File: config.mk
export PLATFORM = sky130hd
export DESIGN_NAME = shifter_right_seq
export DESIGN_NICKNAME = d
export VERILOG_FILES = /design/src/rtl/shifter_right_seq.sv
export SDC_FILE = /design/constraint.sdc
export NUM_CORES = 1
export LEC_CHECK = 0
export ABC_AREA = 1
export ABC_CLOCK_PERIOD_IN_PS = 2400
export BUFFER_PORTS_ARGS = -buffer_cell sky130_fd_sc_hd__buf_2
export CELL_PAD_IN_SITES_DETAIL_PLACEMENT = 0
export CELL_PAD_IN_SITES_GLOBAL_PLACEMENT = 2
export CORE_UTILIZATION = 30
export DETAILED_ROUTE_END_ITERATION = 12
export PLACE_DENSITY = 0.9
export SLEW_MARGIN = 20
export SYNTH_ARGS = -nofsm -noshare
export SYNTH_HDL_FRONTEND = slang
export SYNTH_SLANG_ARGS = --single-unit
File: constraint.sdc
create_clock -name clk -period 2.4 [get_ports clk]
set_input_delay 0.12 -clock clk [delete_from_list [all_inputs] [get_ports clk]]
set_output_delay 0.12 -clock clk [all_outputs]
set_load 0.05 [all_outputs]
File: src/rtl/shifter_right_seq.sv
// Purpose : multicycle 32-bit right barrel shifter (SRL/SRA, optional ROR), one power-of-two stage per clock.
// Latency : operand accepted at edge N, result valid after edge N+5 regardless of shamt (one op per 7 cycles max).
// Backpressure: in_ready only in IDLE; result and out_valid held stable in DONE until out_ready.
//
// Optional feature macro: SHIFTER_RIGHT_ROTATE_EN -- when defined, mode=10 rotates right;
// when undefined, mode=10 decodes as SRL and no rotate logic exists.
//
// Ports:
//   clk        rising-edge clock
//   rst_n      synchronous active-low reset (aborts any operation in flight)
//   in_valid   operand valid          in_ready  block idle, can accept
//   data       operand                shamt     shift amount 0..31
//   mode       00 SRL, 01 SRA, 10 ROR (with macro, else SRL), 11 SRL
//   out_valid  result valid           out_ready consumer accepts result
//   dataOut    shifted result; updated only on the final stage, 0 after reset
module shifter_right_seq #(
    parameter int WIDTH = 32
) (
    input  logic                      clk,
    input  logic                      rst_n,
    input  logic                      in_valid,
    output logic                      in_ready,
    input  logic [WIDTH-1:0]          data,
    input  logic [$clog2(WIDTH)-1:0]  shamt,
    input  logic [1:0]                mode,
    output logic                      out_valid,
    input  logic                      out_ready,
    output logic [WIDTH-1:0]          dataOut
);

    localparam int SW = $clog2(WIDTH);   // shamt width = number of stages
    localparam int KW = $clog2(SW);      // stage counter width

    typedef enum logic [1:0] {
        IDLE  = 2'd0,
        SHIFT = 2'd1,
        DONE  = 2'd2
    } state_t;

    state_t          state;
    logic [KW-1:0]   k;          // index of the stage applied on the next edge
    logic [WIDTH-1:0] work;      // working register
    logic [SW-1:0]   amt;        // latched shamt
    logic            sra;        // latched: arithmetic shift selected
    logic            sign;       // latched data[MSB], fill bit for SRA
`ifdef SHIFTER_RIGHT_ROTATE_EN
    logic            ror;        // latched: rotate selected
    logic [SW:0]     rot_amt;    // left shift that brings the dropped LSBs to the top
`endif

    logic [SW-1:0]    sh;        // 2^k, shift distance of the current stage
    logic [WIDTH-1:0] shifted;
    logic [WIDTH-1:0] fill;
    logic [WIDTH-1:0] stage_val; // working register after applying stage k

    always_comb begin
        sh        = SW'(1) << k;
        shifted   = work >> sh;
        // Vacated MSBs take the sign captured at accept, not the current work MSB.
        fill      = (sra && sign) ? ~({WIDTH{1'b1}} >> sh) : '0;
        stage_val = shifted | fill;
`ifdef SHIFTER_RIGHT_ROTATE_EN
        rot_amt   = (SW+1)'(WIDTH) - {1'b0, sh};
        if (ror) begin
            stage_val = shifted | (work << rot_amt);
        end
`endif
    end

    always_ff @(posedge clk) begin
        if (!rst_n) begin
            state     <= IDLE;
            k         <= '0;
            work      <= '0;
            amt       <= '0;
            sra       <= 1'b0;
            sign      <= 1'b0;
`ifdef SHIFTER_RIGHT_ROTATE_EN
            ror       <= 1'b0;
`endif
            in_ready  <= 1'b1;
            out_valid <= 1'b0;
            dataOut   <= '0;
        end else begin
            case (state)
                IDLE: begin
                    if (in_valid) begin
                        work     <= data;
                        amt      <= shamt;
                        sra      <= (mode == 2'b01);
                        sign     <= data[WIDTH-1];
`ifdef SHIFTER_RIGHT_ROTATE_EN
                        ror      <= (mode == 2'b10);
`endif
                        k        <= '0;
                        in_ready <= 1'b0;
                        state    <= SHIFT;
                    end
                end
                SHIFT: begin
                    if (amt[k]) begin
                        work <= stage_val;
                    end
                    k <= k + 1'b1;
                    // Last stage: publish the result straight from the stage output.
                    if (k == KW'(SW-1)) begin
                        dataOut   <= amt[k] ? stage_val : work;
                        out_valid <= 1'b1;
                        state     <= DONE;
                    end
                end
                DONE: begin
                    // No accept here even on the handshake cycle; IDLE reopens in_ready.
                    if (out_ready) begin
                        out_valid <= 1'b0;
                        in_ready  <= 1'b1;
                        state     <= IDLE;
                    end
                end
                default: begin
                    state     <= IDLE;
                    in_ready  <= 1'b1;
                    out_valid <= 1'b0;
                end
            endcase
        end
    end

endmodule

==> impl_metrics.tcl <==
set metrics [dict create \
    antennaDiodeCount 0 \
    cell_type_with_the_largest_total_area_after_synthesis "sky130_fd_sc_hd__dfxtp_1" \
    timing_worst_setup_path_type "flop to flop" \
    grt_pass1_vias 6017 \
    cts_root_buf "sky130_fd_sc_hd__clkbuf_16" \
    worstPathArrival_ns 2.53 \
    synth.top_cell.area_share_pct 28.6 \
    area.sequential_um2 1560 \
    clkTransAtPathRegs_ns 0.06 \
    insertion_delay_ns 0.35 \
    clk_path_buf_depth 2 \
    max_slew.worst_pin.slew_ns 0.395 \
    critPathCaptureType "flop" \
    yosys-top-cells-area "sky130_fd_sc_hd__dfxtp_1, sky130_fd_sc_hd__nand2_1, sky130_fd_sc_hd__nand3_1" \
    final-hold-violation-count 0 \
    netlist-cell-type-count 28 \
    number_of_placed_cells_counting_well_taps 1243 \
    setup.worst_path.start_class "flop" \
    drt.antenna.violating_nets 0 \
    hold_start "shamt[4]" \
    grt-ovfl-total 0 \
    core_region_area_um2 17500 \
    grt_pass1_wl_um 32500 \
    cts_tree "done" \
    pre_cts_setup_slack_ns 0.0605 \
    initial_core_utilization_pct 31.2 \
    final.setup_skew_ns 0.00647 \
    detail_route.drc_violations 0 \
    worstReg2RegStart "k[0]" \
    pwr_density_cell_nw_per_um2 673 \
    avgSynthCellArea_um2 5.72 \
    drtPass1Iterations 7 \
    irDropWorstVdd_mv 0.342 \
    tritoncts.num_buffers 9 \
    dr.first_iter.drc_count 413 \
    placed_cell_area_um2 6250 \
    rows 48 \
    hold_buffers 0 \
    finish.cell_count_without_fillers 1261 \
    type_of_the_tightest_min_delay_check "input port to flop" \
    numPortBuffers 76 \
    synth.ff_latch_count 78 \
    number_of_violations_of_the_max_capacitance_limit 0 \
    critPathRequiredTime_ns 2.69 \
    synth_seq_area_share_pct 28.6 \
    layout.filler_cells 2020 \
    finalCriticalPeriod_ns 2.24 \
    place_congestion 0.920 \
    fp.dieArea_um2 18800 \
    synthCells 956 \
    setup_viol 0 \
    startpoint "k[0]" \
    flow.area_growth_from_synthesis_pct 21.5 \
    grt_start_max_net_pins 63 \
    clock_tree.htree_level_count 3 \
    detail_route.vias_per_cell 5.02 \
    synth_fp_nets 1004 \
    chipHeight_um 137 \
    global_route.usage.total_pct 22.6 \
    final-max-slew-violation-count 0 \
    share_of_cells_above_drive_strength_1_pct 15.9 \
    finish.instance_area_um2 6640 \
    num_io_pins 77 \
    fin_crit_sh_pct 93.5 \
    cellLeakagePower_nw 3.21 \
    final_nets 1079 \
    power.total_mw 4.47 \
    netlist_area_um2 5470 \
    fp.dieW_um 137 \
    wl_per_cell_um 16.0 \
    num_vias 6332 \
    achievable-frequency_ghz 0.446 \
    hpwlAfterDp_um 15000 \
    multi_input_comb_area_um2 3420 \
    max_slew_margin_pct 73.7 \
    outcome "finished clean" \
    routed_wirelength_um 20200 \
    ys_warn_count 0 \
    cts.sinks 78 \
    critical_path.max_fanout 12 \
    timing.final.ws_setup_ns 0.156 \
    grt_antenna_before_repair 0 \
]
==> layout by cell type (no fill, tap or decap), types with 3 or more instances in the layout <==
master	count
sky130_fd_sc_hd__nand2_1	304
sky130_fd_sc_hd__nand3_1	165
sky130_fd_sc_hd__nor2_1	100
sky130_fd_sc_hd__a21oi_1	79
sky130_fd_sc_hd__dfxtp_1	78
sky130_fd_sc_hd__buf_2	76
sky130_fd_sc_hd__inv_1	59
sky130_fd_sc_hd__o21ai_0	51
sky130_fd_sc_hd__buf_4	39
sky130_fd_sc_hd__o21ai_1	13
sky130_fd_sc_hd__clkbuf_16	10
sky130_fd_sc_hd__or2_2	7
sky130_fd_sc_hd__nor2_4	5
sky130_fd_sc_hd__buf_12	5
sky130_fd_sc_hd__inv_2	4
sky130_fd_sc_hd__nand4_1	4
sky130_fd_sc_hd__nand2_2	4
sky130_fd_sc_hd__o22ai_1	4
sky130_fd_sc_hd__nor3_1	3
sky130_fd_sc_hd__ha_1	3
==> registers in the layout, summed over array words and instances, names as in the netlist <==
name	flops
out_valid	1
state	2
dataOut	32
k	3
sra	1
in_ready	1
work	32
sign	1
amt	5
==> final cells by class <==
type / instances / area share, %
inverter: 64 / 3.69
timing repair buffer: 122 / 12.2
sequential: 78 / 23.5
multi-input combinational: 756 / 51.5
clock buffer: 9 / 3.39
clock inverter: 7 / 1.47
tap: 225 / 4.24
==> cell usage after synthesis, drive strengths merged <==
| master | count |
|---|---|
| nand2 | 309 |
| nand3 | 166 |
| nor2 | 106 |
| a21oi | 80 |
| dfxtp | 78 |
| inv | 64 |
| o21ai | 64 |
| clkbuf | 32 |
| buf | 26 |
| or2 | 7 |
| ha | 5 |
| nand4 | 4 |
| o22ai | 4 |
| nor3 | 3 |
| a22oi | 2 |
| a31oi | 2 |
| o211ai | 2 |
| nand3b | 1 |
| o311ai | 1 |
==> path summary, 6_finish.rpt <==
| path | cells past startpoint | slack (ns) | to |
|---|---|---|---|
| setup / recovery | 15 | 0.16 | work[5] |
| hold / removal | 3 | 0.01 | amt[4] |
| setup reg to reg | 15 | 0.16 | work[5] |
| hold reg to reg | 2 | 0.46 | amt[3] |
==> worst max-delay path, cell delays in order (launching register included) <==
cell and delay [ns]:
sky130_fd_sc_hd__dfxtp_1 0.34, sky130_fd_sc_hd__inv_1 0.13, sky130_fd_sc_hd__buf_4 0.15, sky130_fd_sc_hd__ha_2 0.23, sky130_fd_sc_hd__inv_1 0.08, sky130_fd_sc_hd__nor2_4 0.14, sky130_fd_sc_hd__buf_4 0.15, sky130_fd_sc_hd__clkbuf_16 0.15
sky130_fd_sc_hd__nand3_1 0.10, sky130_fd_sc_hd__nand3_1 0.11, sky130_fd_sc_hd__nand3_1 0.14, sky130_fd_sc_hd__nand2_1 0.14, sky130_fd_sc_hd__nand2_1 0.09, sky130_fd_sc_hd__nand2_1 0.06, sky130_fd_sc_hd__nand2_1 0.05, sky130_fd_sc_hd__a21oi_1 0.11
==> power by group <==
part,internal (mW),switching [mW],total (mW)
clock network,0.914,0.602,1.52
registers,1.37,0.0545,1.42
logic,0.525,1.00,1.53
total,2.81,1.66,4.47
==> metrics by stage <==
step / hold slack (ns) / util (%) / setup TNS, ns
floorplan: 0.282 / - / 0
global placement: 0.375 / 35.6 / 0
detailed placement: 0.376 / 35.6 / 0
CTS: 0.00227 / 37.5 / 0
global route: 0.0388 / 37.9 / -0.00701
finish: 0.0120 / 37.9 / 0
==> per-layer routing <==
metal  vias to the layer above  track usage (%)  routed length [µm]
met4                         0             8.49                 457
met1                      2858             31.1                9760
li1                       3269                -                   -
met5                         -                0                   0
met2                       173             35.2                8930
met3                        32             3.41                1090
==> repair_timing <==
| item | in CTS | in global routing |
|---|---|---|
| setup buffers | 0 | 1 |
| resized for setup | 0 | 14 |
| setup endpoints to repair | 0 | 37 |
==> logic make-up after synthesis <==
group | count (synthesis) | share of synthesized area [%]
AOI/OAI and AO/OA | 155 | 14.6
adders and majority gates | 5 | 1.14
buffers and inverters | 122 | 9.78
DFF | 78 | 28.6
and+or+nand+nor | 596 | 45.9
Note: power is estimated with default switching activity, not from simulation.
